<file path="config.mk">
export PLATFORM = sky130hd
export DESIGN_NAME = topo_ready_queue
export DESIGN_NICKNAME = d
export VERILOG_FILES = /design/src/rtl/topo_pkg.sv /design/src/rtl/ready_fifo.sv /design/src/rtl/topo_ready_queue.sv
export SDC_FILE = /design/constraint.sdc
export NUM_CORES = 2
export LEC_CHECK = 0
export CAP_MARGIN = 30
export CORE_MARGIN = 3
export CORE_UTILIZATION = 60
export CTS_BUF_LIST = sky130_fd_sc_hd__clkbuf_2 sky130_fd_sc_hd__clkbuf_4 sky130_fd_sc_hd__clkbuf_8
export CTS_CLUSTER_DIAMETER = 60
export DETAILED_ROUTE_END_ITERATION = 6
export GPL_ROUTABILITY_DRIVEN = 0
export PLACE_DENSITY = 0.79
export SYNTH_ARGS = -nofsm -noshare
export SYNTH_HDL_FRONTEND = slang
export SYNTH_HIERARCHICAL = 1
export SYNTH_MEMORY_MAX_BITS = 65536
export SYNTH_SLANG_ARGS = --single-unit
</file>
<file path="constraint.sdc">
create_clock -name clk -period 89.5 [get_ports clk]
set_input_delay 13.425 -clock clk [delete_from_list [all_inputs] [get_ports clk]]
set_output_delay 13.425 -clock clk [all_outputs]
set_load 0.01 [all_outputs]
</file>
<file path="src/rtl/topo_pkg.sv">
// Shared types and default sizing for the topological ready-node scheduler.
package topo_pkg;

    typedef enum logic [2:0] {
        IDLE,
        CLEAR,
        LOAD,
        RUN,
        DONE
    } state_t;

    localparam int unsigned NODE_IDX_W = 10;
    localparam int unsigned COUNTER_W  = 4;
    localparam int unsigned FIFO_DEPTH = 32;
    localparam int unsigned NUM_NODES  = 2 ** NODE_IDX_W;

endpackage

</file>
<file path="src/rtl/ready_fifo.sv">
// Synchronous FIFO of ready node indices; pushes while full are dropped.
module ready_fifo #(
    parameter int unsigned WIDTH = 10,
    parameter int unsigned DEPTH = 32
) (
    input  logic                     clk,
    input  logic                     rst,
    input  logic                     flush,
    input  logic                     push,
    input  logic [WIDTH-1:0]         push_data,
    input  logic                     pop,
    output logic [WIDTH-1:0]         head,
    output logic [$clog2(DEPTH):0]   count,
    output logic                     full,
    output logic                     empty
);

    localparam int unsigned PTR_W = $clog2(DEPTH);
    localparam int unsigned CNT_W = PTR_W + 1;

    logic [WIDTH-1:0] mem [DEPTH];
    logic [PTR_W-1:0] wr_ptr;
    logic [PTR_W-1:0] rd_ptr;
    logic             push_acc;
    logic             pop_acc;

    assign full     = (count == CNT_W'(DEPTH));
    assign empty    = (count == '0);
    assign push_acc = push && !full;
    assign pop_acc  = pop && !empty;
    assign head     = empty ? '0 : mem[rd_ptr];

    always_ff @(posedge clk) begin
        if (push_acc) begin
            mem[wr_ptr] <= push_data;
        end
    end

    // Pointers are PTR_W bits wide, so DEPTH being a power of two gives free wrap.
    always_ff @(posedge clk or posedge rst) begin
        if (rst) begin
            wr_ptr <= '0;
            rd_ptr <= '0;
            count  <= '0;
        end else if (flush) begin
            wr_ptr <= '0;
            rd_ptr <= '0;
            count  <= '0;
        end else begin
            if (push_acc) begin
                wr_ptr <= wr_ptr + PTR_W'(1);
            end
            if (pop_acc) begin
                rd_ptr <= rd_ptr + PTR_W'(1);
            end
            case ({push_acc, pop_acc})
                2'b10:   count <= count + CNT_W'(1);
                2'b01:   count <= count - CNT_W'(1);
                default: count <= count;
            endcase
        end
    end

endmodule

</file>
<file path="src/rtl/topo_ready_queue.sv">
// Kahn-style scheduler: per-node pending in-degree table feeding a ready FIFO.
module topo_ready_queue
    import topo_pkg::*;
#(
    parameter int unsigned PARAM_NODE_IDX_WIDTH = NODE_IDX_W,
    parameter int unsigned PARAM_COUNTER_WIDTH  = COUNTER_W,
    parameter int unsigned PARAM_FIFO_DEPTH     = FIFO_DEPTH
) (
    input  logic                                clk,
    input  logic                                rst,
    input  logic                                start_run,
    input  logic                                init_valid,
    input  logic [PARAM_NODE_IDX_WIDTH-1:0]     init_idx,
    input  logic [PARAM_COUNTER_WIDTH-1:0]      init_count,
    input  logic                                load_done,
    input  logic                                dec_valid,
    input  logic [PARAM_NODE_IDX_WIDTH-1:0]     dec_idx,
    output logic                                dec_ready,
    input  logic                                run_finish,
    input  logic                                pop_ready,
    output logic                                pop_valid,
    output logic [PARAM_NODE_IDX_WIDTH-1:0]     next_node_idx,
    output logic [$clog2(PARAM_FIFO_DEPTH):0]   fifo_count,
    output logic                                busy,
    output logic                                done,
    output logic                                err_underflow,
    output logic                                err_overflow
);

    localparam int unsigned IW    = PARAM_NODE_IDX_WIDTH;
    localparam int unsigned CW    = PARAM_COUNTER_WIDTH;
    localparam int unsigned NODES = 2 ** IW;

    state_t          state;
    state_t          state_next;
    logic [IW-1:0]   clr_addr;
    logic            finish_pending;
    logic            fifo_full;
    logic            fifo_empty;
    logic [CW-1:0]   count_table [NODES];
    logic [CW-1:0]   dec_cur;
    logic            tbl_we;
    logic [IW-1:0]   tbl_waddr;
    logic [CW-1:0]   tbl_wdata;
    logic            push;
    logic [IW-1:0]   push_idx;
    logic            flush;
    logic            set_underflow;
    logic            set_overflow;

    assign dec_ready = (state == RUN) && !fifo_full;
    assign dec_cur   = count_table[dec_idx];
    assign busy      = (state == CLEAR) || (state == LOAD) || (state == RUN);
    assign done      = (state == DONE);
    assign pop_valid = !fifo_empty;

    // start_run dominates every state, discarding any same-cycle init or decrement.
    always_comb begin
        state_next    = state;
        tbl_we        = 1'b0;
        tbl_waddr     = '0;
        tbl_wdata     = '0;
        push          = 1'b0;
        push_idx      = '0;
        flush         = 1'b0;
        set_underflow = 1'b0;
        set_overflow  = 1'b0;
        if (start_run) begin
            state_next = CLEAR;
            flush      = 1'b1;
        end else begin
            case (state)
                IDLE: ;
                CLEAR: begin
                    tbl_we    = 1'b1;
                    tbl_waddr = clr_addr;
                    if (clr_addr == '1) begin
                        state_next = LOAD;
                    end
                end
                LOAD: begin
                    if (init_valid) begin
                        tbl_we    = 1'b1;
                        tbl_waddr = init_idx;
                        tbl_wdata = init_count;
                        if (init_count == '0) begin
                            push         = 1'b1;
                            push_idx     = init_idx;
                            set_overflow = fifo_full;
                        end
                    end
                    if (load_done) begin
                        state_next = RUN;
                    end
                end
                RUN: begin
                    if (dec_valid && dec_ready) begin
                        if (dec_cur == '0) begin
                            set_underflow = 1'b1;
                        end else begin
                            tbl_we    = 1'b1;
                            tbl_waddr = dec_idx;
                            tbl_wdata = dec_cur - CW'(1);
                            if (dec_cur == CW'(1)) begin
                                push     = 1'b1;
                                push_idx = dec_idx;
                            end
                        end
                    end
                    if (finish_pending && fifo_empty) begin
                        state_next = DONE;
                    end
                end
                DONE: ;
                default: state_next = IDLE;
            endcase
        end
    end

    always_ff @(posedge clk or posedge rst) begin
        if (rst) begin
            state <= IDLE;
        end else begin
            state <= state_next;
        end
    end

    always_ff @(posedge clk or posedge rst) begin
        if (rst) begin
            clr_addr       <= '0;
            finish_pending <= 1'b0;
            err_underflow  <= 1'b0;
            err_overflow   <= 1'b0;
        end else if (start_run) begin
            clr_addr       <= '0;
            finish_pending <= 1'b0;
            err_underflow  <= 1'b0;
            err_overflow   <= 1'b0;
        end else begin
            if (state == CLEAR) begin
                clr_addr <= clr_addr + IW'(1);
            end
            if ((state == RUN) && run_finish) begin
                finish_pending <= 1'b1;
            end
            if (set_underflow) begin
                err_underflow <= 1'b1;
            end
            if (set_overflow) begin
                err_overflow <= 1'b1;
            end
        end
    end

    always_ff @(posedge clk) begin
        if (tbl_we) begin
            count_table[tbl_waddr] <= tbl_wdata;
        end
    end

    ready_fifo #(
        .WIDTH (IW),
        .DEPTH (PARAM_FIFO_DEPTH)
    ) u_ready_fifo (
        .clk       (clk),
        .rst       (rst),
        .flush     (flush),
        .push      (push),
        .push_data (push_idx),
        .pop       (pop_ready),
        .head      (next_node_idx),
        .count     (fifo_count),
        .full      (fifo_full),
        .empty     (fifo_empty)
    );

endmodule

</file>
==> run summary <==
Post-Synthesis Cells - 8,758
TritonRoute pass-1 iters - 7
Power Dens Cells - 20.76 mW/mm^2
Sequential share of the synthesized area - 0.7502
CP top delay family - buffers and inverters
Syn_nets - 8,802
Mapped cell area - 0.1778 mm^2
Worst Tran Pin Value - 1.463 ns
Worst reg2reg endpoint - count_table[1008][1]
FF-to-FF Start - count_table[523][0]
Vias/cell - 7.085
Dpl hpwl - 292,900 um
Total grt overflow - 0
Global Route Usage Sum - 0.3272
Max transition margin - 0.02481
Required time of the worst setup path - 90.40 ns
Root buffer cell - clkbuf_8
I/O pin count - 54
Pleak - 69.29 nW
Synth Flop Type - edfxtp_1
Hold WS - 0.5437 ns
Drt first-iter violations - 16,250
Hold_buf cts - 0
Area growth syn-to-layout - 10.44%
FILL cells - 17,600
Max FO, Critical Path - 84
DRC violations left - 95
Clock Power Share - 0.400
Latest clock arrival within the worst-skew pair - 1.27 ns
Warnings, synthesis - 6
Final ANT Viol Nets - 0
Fin nets - 9,199
Num CTS Buffers - 669
H-Tree Depth - 6
NetSw - 0.9156 mW
Worst min-delay path endpoint - finish_pending
FF-to-FF setup slack - 80.69 ns
Internal Power - 3.162 mW
FFs w/ async S/R, synth - 0.007194
Slowest stage cell, crit path - buf_4
Worst reg2reg path depth - 16
Critical path depth in cells - 20
Global-route wire length before repair - 702,300 um
Clk slew on worst S/H paths - 0.07 ns
Slew Limit Fails - 0
Min Clock Period, post-route - 24.02 ns
Bufs on Longest Clock Path - 4
Slowest stage delay, CP - 0.92 ns
Crit path launch type - input pin
Via count of the first global-routing pass - 95,810
Failing checks - design-rule violations
Clock skew - 0.08153 ns
WS Path Type - in2reg
Top cell type's share of synthesized area - 0.7457
Die Ht - 550.4 um
Hold path cells - 2
Sinks on Clock Net - 4,448
Die width - 550.4 um
Port Buffers - 53
Cell area after layout - 0.1964 mm^2
Worst Path Buf+Inv - 8
Critical Path Sink Type - flop
Final Cycle Share - 0.2684
Synth area leader - edfxtp_1
Outcome - complete, but fails checks
TNS Setup - 0 ns
RSZ-0062 raised after global routing - no
Worst Path Arrival - 24.92 ns
Drt total wl - 495,200 um
Initial antenna violation count - 24
Largest net degree at the start of global routing - 260
CTS tree - done
Via count - 96,560
Max cap viols - 0
Most area-consuming cells after synthesis - edfxtp_1 (75%), mux4_2 (15%), nor2_1 (1.7%)
DR WL/cell - 36.34 um
Flop pwr share - 0.555
Mean Syn Cell Area - 20.31 um^2
Placed inst area - 0.1828 mm^2
Final setup fails - 0
# rows - 199
Share of layout cells above drive strength 1 - 0.2750
Final hold vios - 0
Crit-path cells - buf_16, buf_4, buf_4, buf_4, buf_4, mux4_2, mux4_2, mux4_2, a22oi_1, a31o_2, o211a_1, ha_1, inv_1, a211oi_1, and4_1, o41a_2, buf_4, nand4b_1, buf_4, nor2_1
Resized cells post-CTS - 0
#FFs+latches synth - 4,448
Core Region - 0.2946 mm^2
Initial Util - 0.6037
DIE AREA - 0.3030 mm^2
Sw frac - 0.2245
Post-synth EDFFs - 4,416
Synth cell types - 88
Number of post-CTS setup repair buffers - 0
Fmax - 0.04163 GHz
Crit path from - dec_idx[0]
Combinational power share - 0.045
Max IR drop VDD - 15.37 uV
Hold Path Class - reg2reg
Min-Delay Startpoint - finish_pending
Most used cell, CP - buf_4
-- metrics by stage --
stage	power (mW)	utilization	setup WS, ns	cells
6_report	4.077	0.6668	65.48	13630
5_1_grt	4.182	0.6666	65.25	13610
4_1_cts	4.080	0.6648	65.64	13570
3_5_place_dp	2.486	0.6207	64.36	12380
3_3_place_gp	2.481	0.6184	64.19	12330
2_1_floorplan	2.423	-	43.35	8758
-- cells by family (layout without fill, tap and decap cells) --
family,after synthesis,in the layout,synth area share
DFF,4448,4448,0.7502
and+or+nand+nor,1597,1597,0.04051
muxes,1475,1475,0.1659
buffers and inverters,680,1600,0.02054
AOI/OAI and AO/OA,525,525,0.02101
xor gates and xnor gates,21,21,0.001034
adders and majority gates,12,12,0.0008443
other,0,31,0
-- worst register-to-register path, stage by stage, from the launching register on --
cell       delay [ns]
edfxtp_1         0.36
mux4_2           0.48
mux4_2           0.49
mux2i_1          0.78
o21ai_0          0.60
o2111ai_1        0.30
a31o_2           0.14
o211a_1          0.43
ha_1             0.31
inv_1            0.12
a211oi_1         0.31
and4_1           0.79
o41a_2           0.82
buf_4            0.62
nand4b_1         0.65
buf_4            0.93
nor2_1           0.33
-- layout by cell type, fill, tap and decap left out, types with 26 or more instances in the layout --
master           instances
edfxtp_1              4416
mux4_2                1159
nor2_1                 780
clkbuf_8               677
nor3_1                 340
mux2i_1                273
buf_4                  263
clkbuf_4               205
nand2_1                184
clkinv_1               165
a21oi_1                 93
clkinv_2                77
a22oi_1                 67
nor4_1                  59
o21ai_0                 55
nand4_1                 43
clkdlybuf4s50_1         43
o22ai_1                 40
nand3_1                 36
a221oi_1                33
a22o_1                  32
diode_2                 31
mux2_2                  31
a31oi_1                 30
dfrtp_1                 30
o221ai_1                27
a32oi_1                 26
-- layout make-up --
class | instances | area, um^2 | area share
tap | 3919 | 4903 | 0.02497
inverter | 23 | 101.3 | 0.0005160
clock inverter | 312 | 2113 | 0.01076
clock buffer | 882 | 10860 | 0.05528
sequential | 4448 | 133400 | 0.6793
timing repair buffer | 383 | 3784 | 0.01927
multi-input combinational | 3630 | 41150 | 0.2095
antenna | 31 | 77.57 | 0.0003950
-- registers in the layout, indices dropped and copies added, names as in the netlist --
| register | cells |
|---|---|
| finish_pending | 1 |
| u_ready_fifo/rd_ptr | 5 |
| u_ready_fifo/mem | 320 |
| clr_addr | 10 |
| u_ready_fifo/wr_ptr | 5 |
| u_ready_fifo/count | 6 |
| count_table | 4096 |
| err_underflow | 1 |
| state | 3 |
| err_overflow | 1 |
-- synthesized netlist by cell type, types with 67 or more instances --
library cell,number
edfxtp_1,4416
mux4_2,1159
nor2_1,798
nor3_1,345
clkbuf_1,330
mux2i_1,273
nand2_1,192
buf_2,130
a21oi_1,94
buf_4,70
buf_6,68
a22oi_1,67
-- how the worst max path moves through the flow --
stage                           endpoint  slack, ns
floorplan              count_table[0][0]      43.35
global placement     count_table[328][2]      64.19
detailed placement   count_table[868][0]      64.36
CTS                  count_table[874][0]      65.64
global route         count_table[368][0]      65.25
finish              count_table[1008][1]      65.48
-- power by group through the flow --
stage	logic [mW]	registers, mW	clock network (mW)
final	0.183	2.26	1.63
after global routing	0.188	2.26	1.73
after CTS	0.180	2.26	1.64
after detailed placement	0.179	2.31	0
after global placement	0.174	2.31	0
after floorplan	0.120	2.30	0
-- routing by layer --
layer  GRT usage  share of wire  wire length (um)
met2      0.4797           0.45            225200
met1      0.4305           0.32            157900
met5   0.0007817        0.00025               122
met4      0.1840          0.066             32610
met3      0.1189           0.16             79370
No activity file was read; power rests on OpenSTA's default activity.
